**src/rtl/ifetch_unit.sv**
```systemverilog
// Instruction-fetch stage: owns the PC, drives a 1-cycle synchronous ROM and presents instructions to decode.
// Optional misaligned-redirect trap is enabled with `define IFETCH_MISALIGN_TRAP_EN.
module ifetch_unit #(
    parameter int              XLEN     = 32,
    parameter int              ADDR_W   = 14,
    parameter logic [XLEN-1:0] RESET_PC = '0
) (
    input  logic              clk,
    input  logic              reset,
    input  logic              stall,
    input  logic              branch_taken,
    input  logic [XLEN-1:0]   branch_offset,
    input  logic              jump,
    input  logic [25:0]       jump_index,
    input  logic              jr,
    input  logic [XLEN-1:0]   jr_target,
    output logic [ADDR_W-1:0] imem_addr,
    input  logic [XLEN-1:0]   imem_rdata,
    output logic [XLEN-1:0]   instr,
    output logic [XLEN-1:0]   instr_pc,
    output logic [XLEN-1:0]   pc_plus4,
    output logic              instr_valid
`ifdef IFETCH_MISALIGN_TRAP_EN
    ,
    output logic              misalign
`endif
);

    typedef enum logic [1:0] {BOOT, RUN, HOLD, BUBBLE} state_e;

    state_e          state_q, state_d;
    logic [XLEN-1:0] pc_q, pc_d;
    logic [XLEN-1:0] fetch_pc_q, fetch_pc_d;
    logic [XLEN-1:0] hold_instr_q, hold_instr_d;
    logic            redirect;
    logic [XLEN-1:0] target;
`ifdef IFETCH_MISALIGN_TRAP_EN
    logic            misalign_q, misalign_d;
    assign misalign = misalign_q;
`endif

    assign instr_valid = (state_q == RUN) || (state_q == HOLD);
    assign instr_pc    = fetch_pc_q;
    assign pc_plus4    = fetch_pc_q + XLEN'(4);
    assign imem_addr   = pc_q[ADDR_W+1:2];

    always_comb begin
        instr = '0;
        if (instr_valid) begin
            instr = (state_q == HOLD) ? hold_instr_q : imem_rdata;
        end
    end

    // Redirects are only meaningful for a live instruction; priority jr > jump > branch.
    assign redirect = instr_valid && (jr || jump || branch_taken);

    always_comb begin
        if (jr) begin
            target = jr_target;
        end else if (jump) begin
            target = {pc_plus4[XLEN-1:28], jump_index, 2'b00};
        end else begin
            target = pc_plus4 + (branch_offset << 2);
        end
    end

    always_comb begin
        // NOTE: every next-state signal gets its hold value first, so no path leaves one unassigned (no latches).
        state_d      = state_q;
        pc_d         = pc_q;
        fetch_pc_d   = fetch_pc_q;
        hold_instr_d = hold_instr_q;
`ifdef IFETCH_MISALIGN_TRAP_EN
        misalign_d   = misalign_q;
`endif
        case (state_q)
            BOOT, BUBBLE: begin
                pc_d       = pc_q + XLEN'(4);
                fetch_pc_d = pc_q;
                state_d    = RUN;
            end
            RUN, HOLD: begin
                if (redirect) begin
`ifdef IFETCH_MISALIGN_TRAP_EN
                    if (target[1:0] != 2'b00) begin
                        misalign_d = 1'b1;
                        pc_d       = RESET_PC;
                        fetch_pc_d = RESET_PC;
                    end else begin
                        pc_d       = target;
                        fetch_pc_d = target;
                    end
`else
                    pc_d       = target;
                    fetch_pc_d = target;
`endif
                    state_d = BUBBLE;
                end else if (stall) begin
                    // Capture only on entry; the ROM output moves on to the next word while holding.
                    if (state_q == RUN) begin
                        hold_instr_d = imem_rdata;
                    end
                    state_d = HOLD;
                end else begin
                    pc_d       = pc_q + XLEN'(4);
                    fetch_pc_d = pc_q;
                    state_d    = RUN;
                end
            end
            default: state_d = BOOT;
        endcase
    end

    // NOTE: state registers use non-blocking assignments so all of them update together on the edge.
    always_ff @(posedge clk or posedge reset) begin
        if (reset) begin
            state_q      <= BOOT;
            pc_q         <= RESET_PC;
            fetch_pc_q   <= RESET_PC;
            hold_instr_q <= '0;
`ifdef IFETCH_MISALIGN_TRAP_EN
            misalign_q   <= 1'b0;
`endif
        end else begin
            state_q      <= state_d;
            pc_q         <= pc_d;
            fetch_pc_q   <= fetch_pc_d;
            hold_instr_q <= hold_instr_d;
`ifdef IFETCH_MISALIGN_TRAP_EN
            misalign_q   <= misalign_d;
`endif
        end
    end

endmodule

```
**config.mk**
```make
export PLATFORM = sky130hd
export DESIGN_NAME = ifetch_unit
export DESIGN_NICKNAME = d
export VERILOG_FILES = /design/src/rtl/ifetch_unit.sv
export SDC_FILE = /design/constraint.sdc
export NUM_CORES = 1
export LEC_CHECK = 0
export CORE_ASPECT_RATIO = 0.9
export CORE_MARGIN = 1
export CORE_UTILIZATION = 52
export DETAILED_ROUTE_END_ITERATION = 7
export HOLD_SLACK_MARGIN = 0.02
export PLACE_DENSITY_LB_ADDON = 0.05
export SLEW_MARGIN = 5
export SYNTH_ARGS = -nofsm -noshare
export SYNTH_HDL_FRONTEND = slang
export SYNTH_SLANG_ARGS = --single-unit
```
**constraint.sdc**
```tcl
create_clock -name clk -period 6.3 [get_ports clk]
set_input_delay 0.945 -clock clk [delete_from_list [all_inputs] [get_ports clk]]
set_output_delay 0.945 -clock clk [all_outputs]
set_load 0.005 [all_outputs]
```
==> results.txt <==
* Clock sink count: 98
- Based on the critical path, the design can be clocked at up to around 0.22 GHz.
- Total DRC errors in the routed layout: 0
* Fill cell total of the finished layout: 1166
* Launch instance of the worst min-delay path: pc_q[1]
- Total of endpoints with negative setup slack in the final report: 0
- Final Hold Viols: 0
- After clock tree synthesis, the repair step resized 0 gates.
- Setup repair bufs after CTS: 0
* Combined global-route utilization of all metal layers: 32.54%
- In this run the static leakage power is 4.177 nW.
- Half-perimeter wire length of the detailed placement result: 18020 um
* Root Driver: sky130_fd_sc_hd__clkbuf_16
* Number of pins exceeding their max-slew limit in the final report: 0
- Final antenna-violating net count: 0
- The largest individual stage delay along the critical path comes from the cell sky130_fd_sc_hd__o41ai_1.
* Row cnt: slightly above 40
- Crit path kind: flop to flop
* Initial antenna violation count: 0
- Arrival time reported for the critical path endpoint: 4840 ps
* Kind of end point of the critical path: flop
* Wirelength, routed: 24280 um
- Headroom to the max-slew limit came out at 29.34%.
- In the final layout, the multi-input gates occupy about 0.0048 sq mm.
- In this run the worst hold path is classified as flop to flop.
- On the worst path, the slowest cell contributes a delay of roughly 500 ps.
* Worst-margin pin slew: 1060 ps
- Number of synthesized flops with an enable pin: 0
- The flow ran to the end, and the final reports show no timing, DRC or antenna violations.
- Post-cts hold buffer count: 0
- Per report_power, the combinational group accounts for 61.4% of the total.
- Warnings from Yosys: 0
- Via count of the first global-routing pass: 7221
* # port buffers: 236
- Synthesis instantiated 68 different standard cells from the library.
* Depth of the worst register-to-register path: 17
* Share of the synthesized area in the top cell type: roughly a third
- Sw power: 0.002131 W
- Area contributors post-synth: sky130_fd_sc_hd__dfrtp_1 (32%), sky130_fd_sc_hd__ha_1 (6.1%), sky130_fd_sc_hd__nor2_1 (5.6%)
- Detailed-route wire length per cell: 18.67 um
* Required time at the endpoint of the critical path: 6600 ps
- Sw frac: 43.54%
- Cell-by-cell listing of the critical path: and3_4, and4_4, and3_4, nand2_4, nor2_1, nand3_1, xnor2_1, ha_1, a21o_1, a21oi_1, nand3b_1, o21ai_0, nor3_1, a21oi_1, xor2_1, o41ai_1, o22a_1
- Floorplan Core Area: 0.01416 sq mm
- Among all flip-flop cells after synthesis, the most frequent one is sky130_fd_sc_hd__dfrtp_1.
* Ratio of cells with drive above 1 in the final layout: under 10%
- Remaining Overflow, GRT: 0
- Summed over all failing endpoints, the final setup total negative slack is 0 ps.
- The worst-case IR drop observed on VDD is 0.3413 mV.
- STA classifies the critical path startpoint as a flop.
- Clock power share: between 10% and 20%
- Clock-pin slew was measured on the worst setup and hold paths at 70 ps.
* Areal power density over the cells: 476.8 mW/mm^2
- Horizontal die dimension: 129.5 um
- Summed over all instances, the cell type with the most area after synthesis is sky130_fd_sc_hd__dfrtp_1.
- Ports: 239
* Final non-filler cell area: 0.01026 sq mm
- Hold worst-path end: pc_q[1]
- The first TritonRoute pass finished after 5 iterations.
* R2R Setup Slk: 1760 ps
* Count of H-tree levels built during CTS: 3
- In this run the critical register-to-register path is captured at instr_pc[28].
- Sequential cell area: 0.002452 sq mm
- In this run the critical register-to-register path is launched from instr_pc[6].
* Yosys reg bits: 98
- Drt via density: between 5 and 6
- Sequential fraction of the synthesis area: 32.22%
- First-pass GRT wire length: 37920 um
- Maximum number of buffers from clock root to sink: 2
- The detailed router finished its first iteration with 646 violations.
* Unrepaired setup endpoints after global routing: no
* Largest net degree at the start of global routing: 68
- On the final layout, the worst clock skew is 7.821 ps.
- The die covers 0.01513 sq mm.
* Area grow syn2layout: 34.87%
- Internal Power: ~0.0028 W
- Largest fanout of any net on the critical path: 8
- Count of max-cap constraint violations: 0
* Ratio of final minimum period to clock period: between 70% and 80%
- Starting density of the core: a little over half
* Minimum clock period: 4544 ps
* Placer Congestion: 0.9069
- The floorplan step set the die height to 116.8 um.
- Inserted Clock Buffers: 9
- In this run, flip-flops and latches consume 26.8% of the power.
- Mapped Cells: 918
* Number of nets produced by synthesis: 1084
* Async SR Flop Fraction: 100.0%
- Clock tree from TritonCTS: built
- Antenna diode count: 0
* Instance area at placement: 0.009955 sq mm
- Total via count in the routed design: slightly below 8000
- Avg Synthesized Cell Area: 8.291 sq um
- Summing every instance area after synthesis gives 0.007611 sq mm.
- At the end of the flow, the number of nets in the layout was ~1300.
* Hold-critical path depth: 2
* Worst skew pair latency: 350 ps
==> cells in the mapped netlist, drive strengths merged, types with 14 or more instances <==
cell	number
o21ai	54
a21o	20
ha	37
nand2	88
mux2	34
xnor2	35
a211oi	14
nand3	31
nor3	19
inv	19
o22ai	26
nor2	114
and3	16
xor2	18
a21oi	75
clkbuf	41
dfrtp	98
buf	30
mux2i	36
nand4	15
==> how the worst max path moves through the flow <==
| stage | from | end | cells past startpoint |
|---|---|---|---|
| after floorplan | instr_pc[6] | pc_q[30] | 18 |
| after global placement | branch_offset[0] | instr_pc[28] | 13 |
| after detailed placement | branch_offset[0] | instr_pc[28] | 13 |
| after CTS | instr_pc[6] | instr_pc[28] | 17 |
| after global routing | instr_pc[7] | instr_pc[31] | 18 |
| final | instr_pc[6] | instr_pc[28] | 17 |
==> layer usage <==
layer,routed length (um),up-vias,GRT usage [%],part of all wire [%]
li1,-,3696,-,-
met2,11600,322,54.80,48
met4,548,0,9.690,2.3
met1,10100,3711,42.07,42
met5,0,-,0,0
met3,2025,42,7.364,8.3
==> placed cells by master, fill, tap and decap left out, types with 8 or more instances in the layout <==
master                            count
sky130_fd_sc_hd__o22ai_1             26
sky130_fd_sc_hd__mux2_2              34
sky130_fd_sc_hd__ha_1                36
sky130_fd_sc_hd__a21oi_1             75
sky130_fd_sc_hd__nand2_1             87
sky130_fd_sc_hd__a21o_1              20
sky130_fd_sc_hd__clkdlybuf4s50_1    235
sky130_fd_sc_hd__o21ai_0             53
sky130_fd_sc_hd__dfrtp_1             98
sky130_fd_sc_hd__mux2i_1             36
sky130_fd_sc_hd__o211ai_1             8
sky130_fd_sc_hd__a31oi_1             10
sky130_fd_sc_hd__a211oi_1            13
sky130_fd_sc_hd__buf_4                8
sky130_fd_sc_hd__nor2_1             112
sky130_fd_sc_hd__xor2_1              18
sky130_fd_sc_hd__nor3_1              19
sky130_fd_sc_hd__nand4_1             15
sky130_fd_sc_hd__xnor2_1             35
sky130_fd_sc_hd__nand3_1             30
sky130_fd_sc_hd__inv_1               16
sky130_fd_sc_hd__and3_1              14
sky130_fd_sc_hd__clkbuf_16            9
==> sequential cells by signal (all words and copies together), names as in the netlist <==
name          cells
state_q           2
instr_pc         32
pc_q             32
hold_instr_q     32
==> power by group through the flow <==
stage | combinational, W | clock [W] | sequential [W]
4_1_cts | 0.00299 | 0.000581 | 0.00130
5_1_grt | 0.00329 | 0.000611 | 0.00135
2_1_floorplan | 0.00186 | 0 | 0.00119
3_3_place_gp | 0.00294 | 0 | 0.00130
6_report | 0.00301 | 0.000576 | 0.00131
3_5_place_dp | 0.00297 | 0 | 0.00131
==> per-stage QoR <==
stage	utilization [%]	total power (W)	hold WS (ps)	setup slack, ps	std cells
4_1_cts	72.50	0.004875	495.2	1857	1300
3_5_place_dp	70.31	0.004280	472.8	1786	1284
6_report	72.50	0.004895	494.2	1756	1300
5_1_grt	72.50	0.005248	515.0	1511	1300
3_3_place_gp	70.31	0.004242	469.5	1848	1284
2_1_floorplan	-	0.003046	449.3	2459	918
==> layout make-up <==
| class | instances | area share (%) |
|---|---|---|
| tap | 193 | 2.353 |
| clock buffer | 10 | 2.328 |
| clock inverter | 6 | 0.6948 |
| inverter | 19 | 0.7192 |
| sequential | 98 | 23.89 |
| multi-input combinational | 730 | 46.47 |
| timing repair buffer | 244 | 23.55 |
==> worst max-delay path: cells and delay by family, from the launching register on <==
family	cells	cell delay [ps]
compound gates	6	1670
xor+xnor	2	330
fa+ha+maj	1	360
flops	1	490
simple gates	8	1630
==> kinds of logic (layout without fill, tap and decap cells) <==
family,Yosys count,after routing,synth area share (%)
mux,70,70,9.765
flops,98,98,32.22
simple gates,316,316,19.32
buf+inv,90,279,5.228
compound gates,253,253,21.03
fa+ha+maj,38,38,6.346
xor+xnor,53,53,6.099
Note: power is estimated with default switching activity, not from simulation.
